## src/rtl/ps2_numpad_entry_if.sv

```systemverilog
// ps2_numpad_entry_if -- bundles the keyboard lines, the scan-byte tap and the
// entry/value handshake of ps2_numpad_entry.
//   master : keyboard/consumer side (drives PS2_CLK, PS2_DATA, value_ack)
//   slave  : the entry block (drives rx_byte, rx_strobe, digits, count,
//            value, value_valid, frame_err)
interface ps2_numpad_entry_if #(
    parameter int NDIGITS = 4,
    parameter int OUT_W   = 32
) ();
    logic                 PS2_CLK;
    logic                 PS2_DATA;
    logic [7:0]           rx_byte;
    logic                 rx_strobe;
    logic [4*NDIGITS-1:0] digits;
    logic [3:0]           count;
    logic [OUT_W-1:0]     value;
    logic                 value_valid;
    logic                 value_ack;
    logic                 frame_err;

    modport master (
        output PS2_CLK, PS2_DATA, value_ack,
        input  rx_byte, rx_strobe, digits, count, value, value_valid, frame_err
    );
    modport slave (
        input  PS2_CLK, PS2_DATA, value_ack,
        output rx_byte, rx_strobe, digits, count, value, value_valid, frame_err
    );
endinterface

```

## src/rtl/ps2_numpad_entry.sv

```systemverilog
// ps2_numpad_entry -- PS/2 keyboard receiver feeding a decimal numpad entry
// buffer. Digits are collected as BCD, Enter converts them to binary over
// count cycles and holds the result until value_ack.
// Ports:
//   clk, rst     : single clock, synchronous active-high reset
//   bus (slave)  : PS2_CLK/PS2_DATA in, rx_byte/rx_strobe scan tap,
//                  digits/count entry buffer, value/value_valid/value_ack
//                  result handshake, frame_err error pulse
// Build option: define PS2_PARITY_CHECK_EN to reject frames with bad odd parity.
module ps2_numpad_entry #(
    parameter int NDIGITS = 4,
    parameter int OUT_W   = 32,
    parameter int TIMEOUT = 50000
) (
    input  logic                clk,
    input  logic                rst,
    ps2_numpad_entry_if.slave   bus
);
    localparam int DW = 4 * NDIGITS;
    localparam int TW = $clog2(TIMEOUT + 1);
    localparam logic [TW-1:0] TO_MAX = TW'(TIMEOUT - 1);

    localparam logic [1:0] F_IDLE = 2'd0, F_SHIFT = 2'd1, F_CHECK = 2'd2;
    localparam logic [1:0] E_ENTRY = 2'd0, E_CONVERT = 2'd1, E_HOLD = 2'd2;

    // ---------------- synchronisers / edge detect ----------------
    logic [1:0] clk_sync_q, dat_sync_q;
    logic       clk_prev_q;
    logic       fall, dat;

    assign fall = clk_prev_q & ~clk_sync_q[1];
    assign dat  = dat_sync_q[1];

    // ---------------- frame receiver ----------------
    logic [1:0]    fst_q, fst_d;
    logic [9:0]    sr_q, sr_d;          // {stop, parity, data[7:0]} once full
    logic [3:0]    bcnt_q, bcnt_d;
    logic [TW-1:0] to_q, to_d;
    logic          armed_q, armed_d;    // line seen quiet since reset
    logic [7:0]    rx_byte_q, rx_byte_d;
    logic          rx_strobe_q, rx_strobe_d;
    logic          ferr_q, ferr_d;
    logic          par_bad;

`ifdef PS2_PARITY_CHECK_EN
    assign par_bad = ~(^sr_q[8:0]);
`else
    // parity bit is captured but deliberately ignored
    assign par_bad = sr_q[8] & 1'b0;
`endif

    always_comb begin
        fst_d       = fst_q;
        sr_d        = sr_q;
        bcnt_d      = bcnt_q;
        armed_d     = armed_q;
        rx_byte_d   = rx_byte_q;
        rx_strobe_d = 1'b0;
        ferr_d      = 1'b0;
        // saturating gap counter; a falling edge restarts it
        if (fall)                to_d = '0;
        else if (to_q != TO_MAX) to_d = to_q + 1'b1;
        else                     to_d = to_q;
        // after reset, only a quiet line may start a frame, so the tail of an
        // interrupted frame can never be mistaken for a start bit
        if (fst_q == F_IDLE && to_q == TO_MAX) armed_d = 1'b1;
        case (fst_q)
            F_IDLE: begin
                if (fall && !dat && armed_q) begin
                    fst_d  = F_SHIFT;
                    bcnt_d = '0;
                    sr_d   = '0;
                end
            end
            F_SHIFT: begin
                if (fall) begin
                    sr_d   = {dat, sr_q[9:1]};
                    bcnt_d = bcnt_q + 1'b1;
                    if (bcnt_q == 4'd9) fst_d = F_CHECK;
                end else if (to_q == TO_MAX) begin
                    fst_d  = F_IDLE;
                    sr_d   = '0;
                    ferr_d = 1'b1;
                end
            end
            default: begin
                fst_d = F_IDLE;
                if (!sr_q[9] || par_bad) begin
                    ferr_d = 1'b1;
                end else begin
                    rx_byte_d   = sr_q[7:0];
                    rx_strobe_d = 1'b1;
                end
            end
        endcase
    end

    // ---------------- scan-code decode ----------------
    logic       brk_q, brk_d, ext_q, ext_d;
    logic [3:0] kdig;
    logic       is_dig, is_ent, is_bs, is_esc, key_go;

    always_comb begin
        kdig = 4'd0; is_dig = 1'b1; is_ent = 1'b0; is_bs = 1'b0; is_esc = 1'b0;
        case (rx_byte_q)
            8'h70: kdig = 4'd0;
            8'h69: kdig = 4'd1;
            8'h72: kdig = 4'd2;
            8'h7A: kdig = 4'd3;
            8'h6B: kdig = 4'd4;
            8'h73: kdig = 4'd5;
            8'h74: kdig = 4'd6;
            8'h6C: kdig = 4'd7;
            8'h75: kdig = 4'd8;
            8'h7D: kdig = 4'd9;
            8'h5A: begin is_dig = 1'b0; is_ent = 1'b1; end
            8'h66: begin is_dig = 1'b0; is_bs  = 1'b1; end
            8'h76: begin is_dig = 1'b0; is_esc = 1'b1; end
            default: is_dig = 1'b0;
        endcase
    end

    // prefixes never reach the entry FSM; the byte after F0 is a key release
    assign key_go = rx_strobe_q & ~brk_q & (rx_byte_q != 8'hF0) & (rx_byte_q != 8'hE0);

    always_comb begin
        brk_d = brk_q;
        ext_d = ext_q;
        if (rx_strobe_q) begin
            if (brk_q) begin
                brk_d = 1'b0;
                ext_d = 1'b0;
            end else if (rx_byte_q == 8'hF0) brk_d = 1'b1;
            else if (rx_byte_q == 8'hE0)      ext_d = 1'b1;
            else                              ext_d = 1'b0;
        end
    end

    // ---------------- entry / convert ----------------
    logic [1:0]       est_q, est_d;
    logic [DW-1:0]    digits_q, digits_d, dsh;
    logic [3:0]       cnt_q, cnt_d, cidx_q, cidx_d;
    logic [OUT_W-1:0] value_q, value_d;
    logic             vv_q, vv_d;

    // nibble cidx-1 walks from the most significant entered digit down
    assign dsh = digits_q >> (4 * (cidx_q - 4'd1));

    always_comb begin
        est_d    = est_q;
        digits_d = digits_q;
        cnt_d    = cnt_q;
        cidx_d   = cidx_q;
        value_d  = value_q;
        vv_d     = vv_q;
        case (est_q)
            E_ENTRY: begin
                if (key_go) begin
                    if (is_dig && cnt_q < 4'(NDIGITS)) begin
                        digits_d = (digits_q << 4) | DW'(kdig);
                        cnt_d    = cnt_q + 1'b1;
                    end else if (is_bs && cnt_q != 4'd0) begin
                        digits_d = digits_q >> 4;
                        cnt_d    = cnt_q - 1'b1;
                    end else if (is_esc) begin
                        digits_d = '0;
                        cnt_d    = '0;
                    end else if (is_ent && cnt_q != 4'd0) begin
                        est_d   = E_CONVERT;
                        cidx_d  = cnt_q;
                        value_d = '0;
                    end
                end
            end
            E_CONVERT: begin
                value_d = value_q * OUT_W'(10) + OUT_W'(dsh[3:0]);
                cidx_d  = cidx_q - 1'b1;
                if (cidx_q == 4'd1) begin
                    est_d = E_HOLD;
                    vv_d  = 1'b1;
                end
            end
            default: begin
                if (bus.value_ack) begin
                    est_d    = E_ENTRY;
                    vv_d     = 1'b0;
                    digits_d = '0;
                    cnt_d    = '0;
                end
            end
        endcase
    end

    always_ff @(posedge clk) begin
        if (rst) begin
            clk_sync_q  <= 2'b11;
            dat_sync_q  <= 2'b11;
            clk_prev_q  <= 1'b1;
            fst_q       <= F_IDLE;
            sr_q        <= '0;
            bcnt_q      <= '0;
            to_q        <= '0;
            armed_q     <= 1'b0;
            rx_byte_q   <= '0;
            rx_strobe_q <= 1'b0;
            ferr_q      <= 1'b0;
            brk_q       <= 1'b0;
            ext_q       <= 1'b0;
            est_q       <= E_ENTRY;
            digits_q    <= '0;
            cnt_q       <= '0;
            cidx_q      <= '0;
            value_q     <= '0;
            vv_q        <= 1'b0;
        end else begin
            clk_sync_q  <= {clk_sync_q[0], bus.PS2_CLK};
            dat_sync_q  <= {dat_sync_q[0], bus.PS2_DATA};
            clk_prev_q  <= clk_sync_q[1];
            fst_q       <= fst_d;
            sr_q        <= sr_d;
            bcnt_q      <= bcnt_d;
            to_q        <= to_d;
            armed_q     <= armed_d;
            rx_byte_q   <= rx_byte_d;
            rx_strobe_q <= rx_strobe_d;
            ferr_q      <= ferr_d;
            brk_q       <= brk_d;
            ext_q       <= ext_d;
            est_q       <= est_d;
            digits_q    <= digits_d;
            cnt_q       <= cnt_d;
            cidx_q      <= cidx_d;
            value_q     <= value_d;
            vv_q        <= vv_d;
        end
    end

    assign bus.rx_byte     = rx_byte_q;
    assign bus.rx_strobe   = rx_strobe_q;
    assign bus.digits      = digits_q;
    assign bus.count       = cnt_q;
    assign bus.value       = value_q;
    assign bus.value_valid = vv_q;
    assign bus.frame_err   = ferr_q;
endmodule
```

## src/flat_wrapper.sv

```systemverilog
// flat-port wrapper written by rule: the top's interface ports become plain ports
module ps2_numpad_entry_flat 
#(
    parameter int NDIGITS = 4,
    parameter int OUT_W   = 32,
    parameter int TIMEOUT = 50000
)
  (clk, rst, bus_PS2_CLK, bus_PS2_DATA, bus_value_ack, bus_rx_byte, bus_rx_strobe, bus_digits, bus_count, bus_value, bus_value_valid, bus_frame_err);
  ps2_numpad_entry_if #(.NDIGITS(NDIGITS), .OUT_W(OUT_W)) bus_i ();
  input  logic clk;
  input  logic rst;
  input wire logic [$bits(bus_i.PS2_CLK)-1:0] bus_PS2_CLK;
  input wire logic [$bits(bus_i.PS2_DATA)-1:0] bus_PS2_DATA;
  input wire logic [$bits(bus_i.value_ack)-1:0] bus_value_ack;
  output wire logic [$bits(bus_i.rx_byte)-1:0] bus_rx_byte;
  output wire logic [$bits(bus_i.rx_strobe)-1:0] bus_rx_strobe;
  output wire logic [$bits(bus_i.digits)-1:0] bus_digits;
  output wire logic [$bits(bus_i.count)-1:0] bus_count;
  output wire logic [$bits(bus_i.value)-1:0] bus_value;
  output wire logic [$bits(bus_i.value_valid)-1:0] bus_value_valid;
  output wire logic [$bits(bus_i.frame_err)-1:0] bus_frame_err;
  assign bus_i.PS2_CLK = bus_PS2_CLK;
  assign bus_i.PS2_DATA = bus_PS2_DATA;
  assign bus_i.value_ack = bus_value_ack;
  assign bus_rx_byte = bus_i.rx_byte;
  assign bus_rx_strobe = bus_i.rx_strobe;
  assign bus_digits = bus_i.digits;
  assign bus_count = bus_i.count;
  assign bus_value = bus_i.value;
  assign bus_value_valid = bus_i.value_valid;
  assign bus_frame_err = bus_i.frame_err;
  ps2_numpad_entry #(.NDIGITS(NDIGITS), .OUT_W(OUT_W), .TIMEOUT(TIMEOUT)) u_core (.clk(clk), .rst(rst), .bus(bus_i));
endmodule
```

## config.mk

```make
export PLATFORM = sky130hd
export DESIGN_NAME = ps2_numpad_entry_flat
export DESIGN_NICKNAME = d
export VERILOG_FILES = /design/src/rtl/ps2_numpad_entry_if.sv /design/src/rtl/ps2_numpad_entry.sv /design/src/flat_wrapper.sv
export SDC_FILE = /design/constraint.sdc
export NUM_CORES = 1
export LEC_CHECK = 0
export ABC_AREA = 1
export CAP_MARGIN = 40
export CORE_MARGIN = 2
export CORE_UTILIZATION = 45
export DETAILED_ROUTE_END_ITERATION = 12
export GPL_ROUTABILITY_DRIVEN = 0
export GPL_TIMING_DRIVEN = 0
export SYNTH_ARGS = -nofsm -noshare
export SYNTH_HDL_FRONTEND = slang
export SYNTH_SLANG_ARGS = --single-unit
```

## constraint.sdc

```tcl
create_clock -name clk -period 8.1 [get_ports clk]
set_input_delay 1.62 -clock clk [delete_from_list [all_inputs] [get_ports clk]]
set_output_delay 1.62 -clock clk [all_outputs]
set_load 0.02 [all_outputs]
```

==> results of run 1 <==
## metal layers
metal | wire [um] | up-vias | share of wire [%]
met5 | 0 | - | 0
met3 | 769 | 28 | 3.5
met1 | 11200 | 3725 | 51
li1 | - | 4385 | -
met4 | 342 | 0 | 1.5
met2 | 9810 | 139 | 44
## path summary, 6_finish.rpt
check | cells after the start | to | slack (ns) | startpoint
worst max register to register | 24 | u_core.bus.value[25] | 3.89 | u_core.cidx_q[0]
worst max-delay path | 24 | u_core.bus.value[25] | 3.89 | u_core.cidx_q[0]
worst min register to register | 1 | u_core.clk_sync_q[1] | 0.41 | u_core.clk_sync_q[0]
worst min-delay path | 1 | u_core.clk_sync_q[1] | 0.41 | u_core.clk_sync_q[0]
## final cells by class
| type | count | area [um^2] | share of cell area [%] |
|---|---|---|---|
| inverter | 185 | 694 | 7.32 |
| clock inverter | 7 | 75.1 | 0.791 |
| buffer | 24 | 111 | 1.17 |
| tap | 229 | 287 | 3.02 |
| timing repair buffer | 67 | 671 | 7.07 |
| sequential | 108 | 2160 | 22.8 |
| multi-input combinational | 980 | 5260 | 55.5 |
| clock buffer | 9 | 225 | 2.37 |
## flip-flops by register name, indices dropped and copies added, names as in the netlist, 2 cells and up
register            count
u_core.cidx_q           4
u_core.clk_sync_q       2
u_core.bcnt_q           4
u_core.dat_sync_q       2
u_core.to_q            16
u_core.bus.count        4
u_core.bus.value       32
u_core.bus.digits      16
u_core.est_q            2
u_core.fst_q            2
u_core.bus.rx_byte      8
u_core.sr_q            10
## critical path: stages, from the launching register on
cell and delay (ns):
dfxtp_1 0.48, inv_1 0.15, clkbuf_1 0.24, ha_1 0.44, o21ai_0 0.11, a21oi_1 0.06, a211oi_1 0.31, ha_1 0.22
inv_1 0.08, fa_1 0.41, o21ai_1 0.22, nand2_1 0.11, nor2_1 0.16, nand3_2 0.12, clkinv_1 0.07, nand2_2 0.07
nor2_4 0.10, nand2_4 0.09, nor2_8 0.13, nand2_4 0.09, nor2_4 0.12, nand2_1 0.06, nand2_1 0.05, nand3_1 0.09
a21oi_1 0.14
## kinds of logic (layout without fill, tap and decap cells)
| logic type | after synthesis | in the layout |
|---|---|---|
| compound gates | 198 | 198 |
| xor+xnor | 11 | 11 |
| fa+ha+maj | 67 | 67 |
| simple gates | 704 | 704 |
| buf+inv | 209 | 292 |
| flops | 108 | 108 |
## power breakdown
part | switching [mW] | total, mW | internal (mW)
Combinational | 0.0142 | 0.0200 | 0.00577
Sequential | 0.00166 | 0.534 | 0.533
Clock | 0.220 | 0.440 | 0.220
## cells in the final DEF (no fill, tap or decap), types with 29 or more instances in the layout
cell	Yosys	final
inv_1	175	175
o21ai_0	44	44
clkdlybuf4s50_1	0	67
nand3_1	95	95
nor2_1	104	104
ha_1	65	65
dfxtp_1	108	108
nand2_1	361	361
a21oi_1	114	114
nand4_1	29	29
==> insert_results.sql, run 1 <==
INSERT INTO impl_metrics (metric_group, metric, value, unit) VALUES
('clock_network', 'clock_tree_root', 'clkbuf_16', ''),
('grt', 'use_met1', '32.7', '%'),
('synthesis', 'synth_top_area_share', '26.3', '%'),
('synthesis', 'post_synth_fa_ha_maj_area_fraction', '10.4', '%'),
('grt', 'use_met3', '2.75', '%'),
('worst_setup_path', 'worstPathMaxFanout', '10', ''),
('synthesis', 'synth_area_leader_cell', 'dfxtp_1', ''),
('sta', 'max_slew.worst_pin.slew', '0.616', 'ns'),
('pwr', 'vdd.ir_drop.worst', '91.6', 'uV'),
('finish', 'final_cell_count_no_fill', '1609', ''),
('die', 'boundaryPins', '68', ''),
('sta', 'layout_setup_ws', '3.89', 'ns'),
('grt', 'grt.total_usage', '23.0', '%'),
('grt', 'grt_pass1_vias', '7698', ''),
('run', 'max_cap_check_violation_count', '0', ''),
('worst_setup_path', 'worst_setup_path_start_kind', 'register', ''),
('synthesis', 'synth_flop_cell', 'dfxtp_1', ''),
('placed_design', 'dp.final_hpwl', '17800', 'um'),
('clock_network', 'cts_buffers', '9', ''),
('synthesis', 'synth_area_per_cell', '6.34', 'um^2'),
('sta', 'final_max_slew_viol_count', '0', ''),
('clock_network', 'post-cts-setup-buffer-count', '0', ''),
('clock_network', 'cts.clk_slew.worst_paths', '0.08', 'ns'),
('synthesis', 'post_synth_instance_area', '8230', 'um^2'),
('clock_network', 'cts_max_level', '3', ''),
('sta', 'finalWorstPathRequiredPeriod', '4.21', 'ns'),
('worst_setup_path', 'critical_setup_path_class', 'register to register', ''),
('placed_design', 'post-place-ws', '3.92', 'ns'),
('synthesis', 'synth_enable_flop_cells', '0', ''),
('detailed_routing', 'ant_nets', '0', ''),
('synthesis', 'synth_simple_gate_area_share', '39.3', '%'),
('grt', 'busiest_layer', 'met2', ''),
('worst_setup_path', 'crit_arrival', '4.49', 'ns'),
('placed_design', 'dpl_cell_area', '9190', 'um^2'),
('clock_network', 'numClockSinks', '108', ''),
('placed_design', 'numPortBuffers', '67', ''),
('pwr', 'design_power_total', '994', 'uW'),
('sta', 'report.final.setup_viol', '0', ''),
('synthesis', 'synth_top_family_by_area', 'simple AND/OR/NAND/NOR gates', ''),
('synthesis', 'synth_seq_cells', '108', ''),
('sta', 'timing.final.crit_share', '51.9', '%'),
('synthesis', 'synth_compound_gate_area_share', '13.1', '%'),
('die', 'placementRows', '49', ''),
('detailed_routing', 'vias_per_cell', '5.14', ''),
('detailed_routing', 'routedWlPerCell', '13.8', 'um'),
('synthesis', 'ys_warn_count', '0', ''),
('sta', 'slew_headroom', '59.0', '%'),
('sta', 'fmax', '0.238', 'GHz'),
('synthesis', 'synth.most_common_cell', 'nand2_1', ''),
('finish', 'layout_net_count', '1447', ''),
('synthesis', 'yosysSeqAreaShare', '26.3', '%'),
('sta', 'hold_violations', '0', ''),
('sta', 'rsz_0062_raised_after_global_routing', 'false', ''),
('synthesis', 'synth.net_count', '1369', ''),
('run_status', 'status', 'finished clean', ''),
('worst_setup_path', 'worst_setup_path_end_kind', 'register', ''),
('finish', 'post-route-cell-area', '9490', 'um^2'),
('clock_network', 'cts_tree', 'done', ''),
('synthesis', 'synthArstFlopShare', '0', '%'),
('finish', 'fillers', '1893', ''),
('grt', 'use_met2', '37.2', '%'),
('detailed_routing', 'detail_route.drc_violations', '0', ''),
('detailed_routing', 'drt_wl_total', '22100', 'um'),
('min_path', 'worstHoldPathType', 'register to register', ''),
('sta', 'fin_setup_tns', '0', 'ns'),
('finish', 'antenna_cells_inserted', '0', ''),
('worst_setup_path', 'critical_path_required', '8.38', 'ns'),
('detailed_routing', 'routed-via-count', '8277', ''),
('detailed_routing', 'drt_iter0_drc', '492', ''),
('clock_network', 'cts_repair_resize_count', '0', ''),
('pwr', 'power_leakage', '4.22', 'nW');
Note: power is estimated with default switching activity, not from simulation.
==> run 2, diff against run 1 <==
--- a/config.mk
+++ b/config.mk
@@ -12,6 +12,7 @@
 export DETAILED_ROUTE_END_ITERATION = 12
 export GPL_ROUTABILITY_DRIVEN = 0
 export GPL_TIMING_DRIVEN = 0
+export PLACE_DENSITY = 0.67
 export SYNTH_ARGS = -nofsm -noshare
 export SYNTH_HDL_FRONTEND = slang
 export SYNTH_SLANG_ARGS = --single-unit
==> constraint.sdc (replaced) <==
create_clock -name clk -period 3.7 [get_ports clk]
set_input_delay 0.74 -clock clk [delete_from_list [all_inputs] [get_ports clk]]
set_output_delay 0.74 -clock clk [all_outputs]
set_load 0.02 [all_outputs]
==> run 2 against run 1 <==
Net effect:
- sequential share of layout area decreased by 0.14 points
- maximum frequency increased by 22%
- cell count increased by 0.12%
- flip-flop and latch count unchanged
- first-iteration DRC count decreased by 14%
- clock-buffer cell count increased by 3
- combinational power increased by 120%
- non-clock buffer count increased by 2
- clock power increased by 120%
- utilization increased by 0.41 points
- largest cell class unchanged
- highest routed layer unchanged
==> insert_results.sql, run 2 (synthesis results as in run 1) <==
INSERT INTO impl_metrics (metric_group, metric, value, unit) VALUES
('run_status', 'status', 'finished clean', ''),
('sta', 'final_max_slew_viol_count', '0', ''),
('detailed_routing', 'routed-via-count', '8350', ''),
('die', 'design.die.area', '19400', 'um^2'),
('sta', 'rsz_0062_raised_after_global_routing', 'false', ''),
('sta', 'slew_headroom', '58.1', '%'),
('clock_network', 'clk_latency', '0.34', 'ns'),
('worst_setup_path', 'crit_arrival', '3.73', 'ns'),
('finish', 'synthToLayoutAreaGrowth', '16.2', '%'),
('clock_network', 'cts_tree', 'done', ''),
('worst_setup_path', 'critical_path_depth', '24', ''),
('worst_setup_path', 'reg2regPathDepth', '24', ''),
('clock_network', 'clock_tree_root', 'clkbuf_16', ''),
('sta', 'finalWorstPathRequiredPeriod', '3.45', 'ns'),
('finish', 'mostFrequentLayoutCells', 'nand2_1, inv_1, a21oi_1', ''),
('finish', 'layout.cells.most_common', 'nand2_1', ''),
('sta', 'layout_setup_ws', '0.248', 'ns'),
('die', 'die_y', '139', 'um'),
('sta', 'timing.final.crit_share', '93.3', '%'),
('detailed_routing', 'detail_route.drc_violations', '0', ''),
('detailed_routing', 'vias_per_cell', '5.18', ''),
('finish', 'largest_register_ffs', '32', ''),
('clock_network', 'clk_path_buf_depth', '2', ''),
('clock_network', 'numClockSinks', '108', ''),
('die', 'die_w', '139', 'um'),
('placed_design', 'post-place-ws', '-0.371', 'ns'),
('sta', 'fmax', '0.290', 'GHz'),
('grt', 'antenna_found_initial', '0', ''),
('sta', 'report.final.setup_viol', '0', ''),
('run', 'max_cap_check_violation_count', '0', ''),
('detailed_routing', 'ant_nets', '0', ''),
('placed_design', 'dp.final_hpwl', '17300', 'um'),
('worst_setup_path', 'cpLargestDelayFamily', 'simple AND/OR/NAND/NOR gates', ''),
('worst_setup_path', 'critical-path-slowest-cell', 'dfxtp_4', ''),
('sta', 'hold_violations', '0', ''),
('grt', 'maximum_number_of_pins_on_one_net_before_global_route_repair', '19', ''),
('clock_network', 'cts.clk_slew.worst_paths', '0.07', 'ns'),
('pwr', 'power_leakage', '4.25', 'nW'),
('clock_network', 'cts_max_level', '3', ''),
('sta', 'max_slew.worst_pin.slew', '0.628', 'ns'),
('detailed_routing', 'drt_iter0_drc', '425', ''),
('worst_setup_path', 'cp_slowest_stage_delay', '0.38', 'ns'),
('min_path', 'worstHoldEndpoint', 'u_core.dat_sync_q[1]', ''),
('worst_setup_path', 'worstPathMaxFanout', '10', ''),
('grt', 'grt.overflow.total', '0', ''),
('worst_setup_path', 'worst_setup_path_start_kind', 'register', ''),
('min_path', 'min_from', 'u_core.dat_sync_q[0]', ''),
('worst_setup_path', 'critical_path.n_buffers_inverters', '4', ''),
('grt', 'grt_first_pass_wirelength', '36000', 'um'),
('finish', 'layout_net_count', '1449', ''),
('placed_design', 'numPortBuffers', '67', ''),
('clock_network', 'cts_buffers', '9', ''),
('die', 'placementRows', '49', ''),
('die', 'start_util', '45.8', '%'),
('finish', 'share_of_cells_above_drive_strength_1', '9.33', '%'),
('pwr', 'vdd.ir_drop.worst', '204', 'uV'),
('worst_setup_path', 'crit_chain', 'inv_2 > buf_6 > ha_4 > xnor2_4 > nand2_2 > a211oi_2 > ha_2 > inv_1 > fa_2 > o21ai_2 > nand2_1 > nor2_2 > nand3_2 > clkinv_1 > nand2_2 > nor2_4 > nand2_4 > nor2_8 > nand2_4 > nor2_4 > nand2_1 > nand2_1 > nand3_1 > a21oi_1', ''),
('worst_setup_path', 'crit-reg2reg-capture', 'u_core.bus.value[25]', ''),
('finish', 'antenna_cells_inserted', '0', ''),
('pwr', 'p_per_area', '226', 'nW/um^2'),
('min_path', 'hold_depth', '1', ''),
('grt', 'grt.total_usage', '22.1', '%'),
('worst_setup_path', 'critical_path.most_common_cell', 'nand2_1', ''),
('detailed_routing', 'drt_wl_total', '21800', 'um'),
('worst_setup_path', 'worst_setup_path_end_kind', 'register', ''),
('detailed_routing', 'routedWlPerCell', '13.5', 'um'),
('die', 'boundaryPins', '68', ''),
('finish', 'postLayoutCoreUtil', '53.2', '%'),
('finish', 'fillers', '1824', ''),
('min_path', 'worstHoldPathType', 'register to register', ''),
('worst_setup_path', 'critical_setup_path_class', 'register to register', ''),
('clock_network', 'hold_buffers', '0', ''),
('worst_setup_path', 'crit-reg2reg-launch', 'u_core.cidx_q[0]', ''),
('die', 'core-area', '18000', 'um^2'),
('worst_setup_path', 'setup.reg_to_reg.worst_slack', '0.25', 'ns'),
('worst_setup_path', 'critical_path_required', '3.97', 'ns'),
('sta', 'hold_ws', '0.414', 'ns'),
('sta', 'finClkSkew', '0.00993', 'ns'),
('detailed_routing', 'drt-pass1-iter-count', '5', ''),
('grt', 'grt_pass1_vias', '7601', '');
run 2: cell count changes in the layout (fill, tap and decap cells not counted), sizes merged:
cell,delta
buf,+3
clkbuf,+2
clkinv,-2
inv,-1
run 2: layout make-up:
class	count	area [um^2]	share of cell area [%]
inverters	185	694	7.26
flip-flops and latches	108	2170	22.7
plain buffers	24	119	1.24
clock buffers	12	256	2.68
clock inverters	4	38.8	0.406
well taps	229	287	3.00
repair buffers	69	686	7.17
multi-input cells	980	5310	55.6
run 2: metrics by stage:
step	cell area [um^2]	cells	total power, mW	TNS [ns]
6_report	9560	1611	2.16	0
3_3_place_gp	9190	1593	1.24	-2.45
3_5_place_dp	9190	1593	1.24	-2.60
2_1_floorplan	8230	1297	1.22	0
5_1_grt	9560	1611	2.23	0
4_1_cts	9510	1609	2.19	0
run 2: how the worst max path moves through the flow:
| stage | from | end | slack [ns] |
|---|---|---|---|
| 2_1_floorplan | u_core.cidx_q[0] | u_core.bus.value[25] | 0.25 |
| 3_3_place_gp | u_core.cidx_q[0] | u_core.bus.value[31] | -0.37 |
| 3_5_place_dp | u_core.cidx_q[0] | u_core.bus.value[31] | -0.37 |
| 4_1_cts | u_core.cidx_q[0] | u_core.bus.value[31] | 0.03 |
| 5_1_grt | u_core.cidx_q[0] | u_core.bus.value[31] | 0.02 |
| 6_report | u_core.cidx_q[0] | u_core.bus.value[25] | 0.25 |
run 2: report_power, final:
part	internal (mW)	switching, mW
sequential	1.17	0.00368
clock	0.507	0.442
combinational	0.0126	0.0307
total	1.68	0.476
run 2: routing by layer:
layer | global-route usage [%] | routed length, um
met2 | 37.2 | 9890
met3 | 2.79 | 931
met1 | 29.9 | 10600
met4 | 5.95 | 363
met5 | 0 | 0
run 2: repair_timing:
action	4_1_cts	5_1_grt
setup endpoints to repair	15	12
hold endpoints to repair	0	0
gates cloned	0	0
resized for setup	7	11
pin swaps	0	3
setup buffers	0	2
==> run 3, diff against run 2 <==
--- a/config.mk
+++ b/config.mk
@@ -13,6 +13,7 @@
 export GPL_ROUTABILITY_DRIVEN = 0
 export GPL_TIMING_DRIVEN = 0
 export PLACE_DENSITY = 0.67
+export SLEW_MARGIN = 20
 export SYNTH_ARGS = -nofsm -noshare
 export SYNTH_HDL_FRONTEND = slang
 export SYNTH_SLANG_ARGS = --single-unit
==> results of run 3 <==
Same layout as run 2: the final DEF is identical, and so are final timing and power.
